--- src/rtl/seg_scan_controller.sv ---
// Prescaled scan sequencer for a 4-digit common-anode seven-segment display.
// Drives one digit per slot with a blanking guard and commits new values only at frame boundaries.
module seg_scan_controller #(
  parameter int REFRESH_DIV  = 100000,
  parameter int BLANK_CYCLES = 1000
) (
  input  logic        clk,
  input  logic        rst_n,
  input  logic [15:0] value,
  input  logic [3:0]  dp_in,
  input  logic [3:0]  digit_en,
  input  logic        lz_suppress,
  input  logic        load,
  output logic        load_ack,
  output logic        frame_tick,
  output logic [3:0]  an,
  output logic [6:0]  seg,
  output logic        dp
);

  localparam int CW = (REFRESH_DIV > 1) ? $clog2(REFRESH_DIV) : 1;

  typedef enum logic {ST_BLANK = 1'b0, ST_DRIVE = 1'b1} state_t;

  state_t        state_r, state_nxt_s;
  logic [CW-1:0] cnt_r, cnt_nxt_s;
  logic [1:0]    digit_r, digit_nxt_s;
  logic          frame_end_s;
  logic [15:0]   active_val_r, pend_val_r;
  logic [3:0]    active_dp_r, pend_dp_r;
  logic          pend_flag_r;
  logic [3:0]    nibble_s;
  logic          upper_zero_s;
  logic          lit_s;

  // Active-low {g,f,e,d,c,b,a} hex glyphs
  function automatic logic [6:0] hex_to_seg(input logic [3:0] nib);
    case (nib)
      4'h0:    hex_to_seg = 7'h40;
      4'h1:    hex_to_seg = 7'h79;
      4'h2:    hex_to_seg = 7'h24;
      4'h3:    hex_to_seg = 7'h30;
      4'h4:    hex_to_seg = 7'h19;
      4'h5:    hex_to_seg = 7'h12;
      4'h6:    hex_to_seg = 7'h02;
      4'h7:    hex_to_seg = 7'h78;
      4'h8:    hex_to_seg = 7'h00;
      4'h9:    hex_to_seg = 7'h10;
      4'hA:    hex_to_seg = 7'h08;
      4'hB:    hex_to_seg = 7'h03;
      4'hC:    hex_to_seg = 7'h46;
      4'hD:    hex_to_seg = 7'h21;
      4'hE:    hex_to_seg = 7'h06;
      4'hF:    hex_to_seg = 7'h0E;
      default: hex_to_seg = 7'h7F;
    endcase
  endfunction

  // Scan state, slot counter and digit index registers
  always_ff @(posedge clk or negedge rst_n) begin
    if (!rst_n) begin
      state_r <= ST_BLANK;
      cnt_r   <= '0;
      digit_r <= 2'd0;
    end else begin
      state_r <= state_nxt_s;
      cnt_r   <= cnt_nxt_s;
      digit_r <= digit_nxt_s;
    end
  end

  // Next-state: blank guard at slot start, then drive until the slot ends
  always_comb begin
    state_nxt_s = state_r;
    cnt_nxt_s   = cnt_r + CW'(1);
    digit_nxt_s = digit_r;
    frame_end_s = 1'b0;
    case (state_r)
      ST_BLANK: begin
        if (cnt_r == CW'(BLANK_CYCLES - 1)) begin
          state_nxt_s = ST_DRIVE;
        end else begin
          state_nxt_s = ST_BLANK;
        end
      end
      ST_DRIVE: begin
        if (cnt_r == CW'(REFRESH_DIV - 1)) begin
          state_nxt_s = ST_BLANK;
          cnt_nxt_s   = '0;
          digit_nxt_s = digit_r + 2'd1;
          frame_end_s = (digit_r == 2'd3);
        end else begin
          state_nxt_s = ST_DRIVE;
        end
      end
      default: begin
        state_nxt_s = ST_BLANK;
        cnt_nxt_s   = '0;
        digit_nxt_s = 2'd0;
      end
    endcase
  end

  // Pending/active display values; a load landing on the boundary bypasses pending
  always_ff @(posedge clk or negedge rst_n) begin
    if (!rst_n) begin
      active_val_r <= 16'h0000;
      active_dp_r  <= 4'h0;
      pend_val_r   <= 16'h0000;
      pend_dp_r    <= 4'h0;
      pend_flag_r  <= 1'b0;
      load_ack     <= 1'b0;
      frame_tick   <= 1'b0;
    end else begin
      frame_tick <= frame_end_s;
      load_ack   <= 1'b0;
      if (frame_end_s) begin
        if (load) begin
          active_val_r <= value;
          active_dp_r  <= dp_in;
          pend_flag_r  <= 1'b0;
          load_ack     <= 1'b1;
        end else if (pend_flag_r) begin
          active_val_r <= pend_val_r;
          active_dp_r  <= pend_dp_r;
          pend_flag_r  <= 1'b0;
          load_ack     <= 1'b1;
        end
      end else if (load) begin
        pend_val_r  <= value;
        pend_dp_r   <= dp_in;
        pend_flag_r <= 1'b1;
      end
    end
  end

  // Current digit's nibble and whether it and every higher digit are zero
  always_comb begin
    nibble_s     = 4'h0;
    upper_zero_s = 1'b0;
    case (digit_r)
      2'd0: begin
        nibble_s     = active_val_r[3:0];
        upper_zero_s = 1'b0;
      end
      2'd1: begin
        nibble_s     = active_val_r[7:4];
        upper_zero_s = (active_val_r[15:4] == 12'h000);
      end
      2'd2: begin
        nibble_s     = active_val_r[11:8];
        upper_zero_s = (active_val_r[15:8] == 8'h00);
      end
      2'd3: begin
        nibble_s     = active_val_r[15:12];
        upper_zero_s = (active_val_r[15:12] == 4'h0);
      end
      default: begin
        nibble_s     = 4'h0;
        upper_zero_s = 1'b0;
      end
    endcase
    lit_s = (state_r == ST_DRIVE) && digit_en[digit_r] && !(lz_suppress && upper_zero_s);
  end

  // Registered pin drives; all-high whenever the digit is not lit
  always_ff @(posedge clk or negedge rst_n) begin
    if (!rst_n) begin
      an  <= 4'b1111;
      seg <= 7'h7F;
      dp  <= 1'b1;
    end else if (lit_s) begin
      an  <= ~(4'b0001 << digit_r);
      seg <= hex_to_seg(nibble_s);
      dp  <= ~active_dp_r[digit_r];
    end else begin
      an  <= 4'b1111;
      seg <= 7'h7F;
      dp  <= 1'b1;
    end
  end

endmodule

--- config.mk ---
export PLATFORM = sky130hd
export DESIGN_NAME = seg_scan_controller
export DESIGN_NICKNAME = d
export VERILOG_FILES = /design/src/rtl/seg_scan_controller.sv
export SDC_FILE = /design/constraint.sdc
export NUM_CORES = 1
export LEC_CHECK = 0
export BUFFER_PORTS_ARGS = -buffer_cell sky130_fd_sc_hd__buf_4
export CORE_UTILIZATION = 50
export CTS_CLUSTER_DIAMETER = 40
export CTS_CLUSTER_SIZE = 8
export DETAILED_ROUTE_END_ITERATION = 12
export PLACE_DENSITY_LB_ADDON = 0.3
export SLEW_MARGIN = 20
export SYNTH_ARGS = -nofsm -noshare
export SYNTH_HDL_FRONTEND = slang
export SYNTH_SLANG_ARGS = --single-unit
--- constraint.sdc ---
create_clock -name clk -period 5 [get_ports clk]
set_input_delay 0.25 -clock clk [delete_from_list [all_inputs] [get_ports clk]]
set_output_delay 0.25 -clock clk [all_outputs]
set_load 0.05 [all_outputs]
Yosys cells after proc, flatten, opt, wreduce, memory -nomap -nowiden:

Memories as Yosys holds them, arrays and structs flattened.
Index checks and enable logic that the tools add are counted.

* flip-flop bits (word level): 75
* bits in read-only memories: 112
* input bits: 28
* output and inout bits: 14
* word-level logic and storage cells: 65
* memories kept: 1

Memories
* (no name shown): words 16, bits a word 7, rd ports 1, clocked after Yosys merged registers in 0, wr ports 0, RTL line 38 `case (nib)`

* add/sub/neg operators: 2
* order comparisons: 1
* equality and inequality tests: 5
* shifts and indexed selects: 1
* mux-type cells: 25
* bitwise operators: 4
* reductions and logical operators: 13

Operators with widths (number)
* $mux 17: 2
* $mux 16: 2
* $add 17x1->17 const B: 1
* $eq 17x10->1 const B: 1
* $eq 17x17->1 const B: 1
* $pmux 4 s4: 1
* $logic_not 12->1: 1
* $mux 1: 12
* $mux 4: 3
* $logic_not 8->1: 1
* $mux 7: 1
* $reduce_and 2->1: 3
* $bmux 1 s2: 2
* $eq 2x2->1 const B: 2
* $logic_not 4->1: 1
* $not 4->4: 1
* $pmux 1 s4: 1
* $reduce_bool 2->1: 2
* $shl 1x2->4 const A: 1
* $logic_and 1x1->1: 3
* $lt 2x3->1 const B: 1
* $not 1->1: 3
* $add 2x1->2 const B: 1
* $eq 2x1->1 const B: 1
* other kinds (3): 3

Depth between registers and ports, before layout:

* depth in word-level cells: 6
* mapped depth: 10
* gate-level depth less buffers: 10

Worst setup path after synthesis:

No wires, ideal clock.

* path type: register -> register
* from: register digit_r[0]
* to: register seg[3]
* library setup time: 79 ps
* arrival: 2118 ps
* data required time: 4921 ps
* slack: 2804 ps
* stages on the path, launching flop included: 11
* path buffers: 1
* period minus slack after synthesis: 2196 ps
* cell sequence: dfrtp_1 inv_1 ha_1 inv_1 clkbuf_1 a21oi_1 inv_1 ha_1 a211oi_1 a211oi_1 o21ai_0

* cells in the longest elaborated chain, start to end: 6
* elaborated cells between the ends (all ways): 14
* classes of those cells: eq/ne: 3; mux: 5; reduce/logical: 5; memory: 1

Ends and longest elaborated chain
* from (decl): RTL line 27 `logic [1:0] digit_r, digit_nxt_s;`
* from (signal assigned): RTL line 68 `digit_r <= digit_nxt_s;`
* branches (longest 5 deep; another with $mem_v2 16x7)
* $mux 7 *: RTL line 172 `end else if (lit_s) begin`
* to (signal assigned): RTL line 174 `seg <= hex_to_seg(nibble_s);`
* to (decl): RTL line 17 `output logic [6:0] seg,`

Every way passes the cells marked *. The select of a mux whose other input is x is not followed.
A chain may end at the register's enable or synchronous reset.

Worst setup path in the final report:

* from: register cnt_r[0]
* to: register pend_val_r[12]

* cells in the longest elaborated chain, start to end: 5

Ends and longest elaborated chain
* from (decl): RTL line 26 `logic [CW-1:0] cnt_r, cnt_nxt_s;`
* from (signal assigned): RTL line 67 `cnt_r <= cnt_nxt_s;`
* $eq 17x17->1: RTL line 87 `if (cnt_r == CW'(REFRESH_DIV - 1)) begin`
* $mux 1: RTL line 87
* $mux 1: RTL line 78 `case (state_r)`
* $not 1->1 (no line)
* $reduce_and 2->1 (no line)
* to (signal assigned): RTL line 130 `pend_val_r <= value;`
* to (decl): RTL line 29 `logic [15:0] active_val_r, pend_val_r;`

No other way between the ends.

==> metrics.md <==
| Metric | Value |
|---|---|
| Worst-Skew Late Latency | `0.35 ns` |
| Post-Synthesis Cells | `349` |
| Starting Density | `0.531` |
| GRT busiest layer | `met2` |
| Critical Path RT | `5.23 ns` |
| FILL cells | `620` |
| Final setup margin | `2.37 ns` |
| DR pass1 iterations | `5` |
| Worst slew pin tran | `1.03 ns` |
| Type of destination of the critical path | `flip-flop` |
| Unique cell type count in the Yosys netlist | `55` |
| Num CTS Buffers | `9` |
| P per Cell Area | `283 mW/mm^2` |
| GRT Util Overall | `0.227` |
| Cell taking the most area after synthesis | `dfrtp_1` |
| Final Hold Fails | `0` |
| Reg2Reg Launch Point | `cnt_r[0]` |
| Unrepaired setup endpoints after global routing | `false` |
| Kind of critical path | `flip-flop to flip-flop` |
| Post-cts resize count | `0` |
| Kind of cell adding the most delay to the critical path | `compound AO/OA/AOI/OAI gates` |
| Switching portion of total power | `0.215` |
| CTS Hold Bufs | `0` |
| Startpoint types | `flip-flop` |
| Commonest non-fill, non-tap cells in the layout | `63 x dfrtp_1, 41 x buf_4, 26 x nor2_1, 16 x nor3_1` |
| Worst path slowest cell | `o21ai_2` |
| Peak Freq | `380 MHz` |
| CTS tree | `built` |
| FF+latch area | `0.00189 sq mm` |
| Synth top area share | `0.401` |
| Via-to-Cell Ratio | `6.23` |
| Reg power frac | `0.502` |
| Met2 Track Usage GR | `0.342` |
| Die Span Y | `90.7 microns` |
| Layout cell share with drive strength beyond 1 | `0.248` |
| Clock Tree Buf Depth | `2` |
| Min Tclk post-route | `2.63 ns` |
| Worst slack, placed | `2.35 ns` |
| DR iter-0 viols | `313` |
| Row count | `31` |
| Chip width | `90.7 microns` |
| Post-CTS setup repair buffer count | `0` |
| DRC viols | `0` |
| WHS | `0.0208 ns` |
| Main synth FF type | `dfrtp_1` |
| Via Count | `3002` |
| Worst-path cell chain | `ha_1 -> and4_1 -> nand4_2 -> o21ai_2 -> mux2_2` |
| CP max stage delay | `0.88 ns` |
| Clock skew | `0.0110 ns` |
| Antenna violations before repair | `0` |
| Outcome | `finished clean` |
| Switching power total | `0.270 mW` |
| Combinational share of power | `0.050` |
| Worst slew margin | `0.310` |
| Setup violations, final | `0` |
| P_leak | `1.83 nW` |
| Area of the die | `0.00822 sq mm` |
| Max_cap viols | `0` |
| Register area share after synthesis | `0.481` |
| Buffers and inverters on the worst path | `0` |
| Post-synth EDFFs | `0` |
| Detailed placement HPWL | `5860 microns` |
| Area grow syn2layout | `13.0%` |
| Worst Path Max Fanout | `20` |
| Most common cell after layout, fill and taps aside | `dfrtp_1` |
| Root Buffer Master | `clkbuf_8` |
| Yosys reg bits | `75` |
| Synth async-reset ratio | `1.00` |
| N_diodes | `0` |
| Mapped Area | `0.00393 sq mm` |
| Yosys Warn Count | `0` |
| Vias in the first global route | `2869` |
| WL per Instance | `17.8 microns` |
| CTS sink cnt | `75` |
| Largest cells by area after synthesis | `dfrtp_1 40%, dfstp_2 8.0%, ha_1 3.8%, a41oi_1 3.3%, mux2_1 3.1%` |
| Clock transition at path regs | `0.08 ns` |
| Met3 Resource Use GR | `0.0505` |
| CP startpoint | `cnt_r[0]` |
| Port Buffer Count | `41` |
| IO Count | `42` |
| Syn Nets | `389` |
| Largest net degree at the start of global routing | `76` |
| H-tree levels | `3` |
| Multi-input gate area in the final layout | `0.00185 sq mm` |
| TNS Setup | `0 ns` |
| Post-DRT Antenna Nets | `0` |
| Pins Over Slew Limit | `0` |
| Hold WC Path Type | `input pin to asynchronous set/reset pin` |
| Global-route wire length before repair | `14500 microns` |
| Critical Path AT | `2.86 ns` |
| Met1 GRT Util | `0.316` |
| Global placement routability congestion | `0.861` |
| Nets | `418` |
| Core Area | `0.00741 sq mm` |
| Global route overflow | `0` |
| Avg Cell Area, Syn | `11.3 sq um` |
| VDD IR max | `0.168 mV` |
| Drt total wl | `8580 microns` |
| P_int | `0.986 mW` |
| Tcrit/Tclk final | `0.526` |
| Clock Power Share | `0.448` |
| Util after Layout | `0.600` |
synthesized netlist by cell type (2+ instances only):
cell,number
a211o_1,3
a211oi_1,5
a21o_1,2
a21oi_1,7
a222oi_1,4
a22oi_1,2
a32oi_1,5
a41oi_1,15
and2_1,7
and3_1,2
and4_1,4
buf_2,5
buf_4,2
buf_6,3
clkbuf_1,8
clkbuf_8,4
dfrtp_1,63
dfstp_2,12
ha_1,12
inv_1,7
mux2_1,11
mux2_2,10
mux2i_1,3
mux4_2,2
nand2_1,15
nand3_1,14
nand4_1,8
nand4_2,2
nor2_1,26
nor2b_1,6
nor3_1,16
nor4_1,5
o211ai_1,2
o21ai_0,8
o21ai_1,2
o221a_1,10
o221a_2,5
o221ai_1,2
or3_1,2
xnor2_1,11
xor2_1,3
final timing paths:
| path | slack (ns) | cells after the start | end |
|---|---|---|---|
| min reg2reg | 0.49 | 1 | cnt_r[8] |
| min | 0.02 | 1 | cnt_r[11] |
| max reg2reg | 2.37 | 5 | pend_val_r[12] |
| max in group asynchronous | 4.36 | 1 | pend_dp_r[0] |
| max | 2.37 | 5 | pend_val_r[12] |
| min in group clk | 0.12 | 2 | pend_val_r[4] |
metrics by stage:
stage,cell area (sq um),power (mW),instances
floorplan,3930,0.669,349
global placement,4200,0.703,466
detailed placement,4200,0.706,466
CTS,4440,1.27,482
global route,4440,1.30,482
finish,4440,1.26,482
layer usage:
metal,up-vias,part of all wire,wire length [microns]
met5,-,0,0
met4,0,0.021,178
met3,16,0.064,546
met2,115,0.46,3970
met1,1470,0.45,3880
li1,1401,-,-
final cells by class:
class | count | area share
multi-input cells | 244 | 0.417
well taps | 99 | 0.0279
flip-flops and latches | 75 | 0.426
clock inverters | 6 | 0.0253
clock buffers | 10 | 0.0287
inverters | 7 | 0.00591
repair buffers | 41 | 0.0693
kinds of logic (layout without fill, tap and decap cells):
logic type,Yosys count,in the layout,share of synthesized area
buf+inv,30,64,0.0484
xor+xnor,14,14,0.0312
fa+ha+maj,12,12,0.0382
mux,26,26,0.0792
compound gates,76,76,0.160
flops,75,75,0.481
simple gates,116,116,0.162
state kept, by name, summed over array words and instances, names as in the netlist:
| name | count |
|---|---|
| load_ack | 1 |
| digit_r | 2 |
| dp | 1 |
| pend_val_r | 16 |
| active_dp_r | 4 |
| pend_dp_r | 4 |
| active_val_r | 16 |
| frame_tick | 1 |
| state_r | 1 |
| cnt_r | 17 |
| pend_flag_r | 1 |
| an | 4 |
| seg | 7 |
power by group through the flow:
stage	Clock, mW	Sequential, mW	Combinational, mW
after global placement	0	0.641	0.0619
final	0.563	0.630	0.0627
after global routing	0.602	0.632	0.0695
after floorplan	0	0.640	0.0295
after CTS	0.575	0.630	0.0640
after detailed placement	0	0.642	0.0638
(Power assumes the default switching activity.)
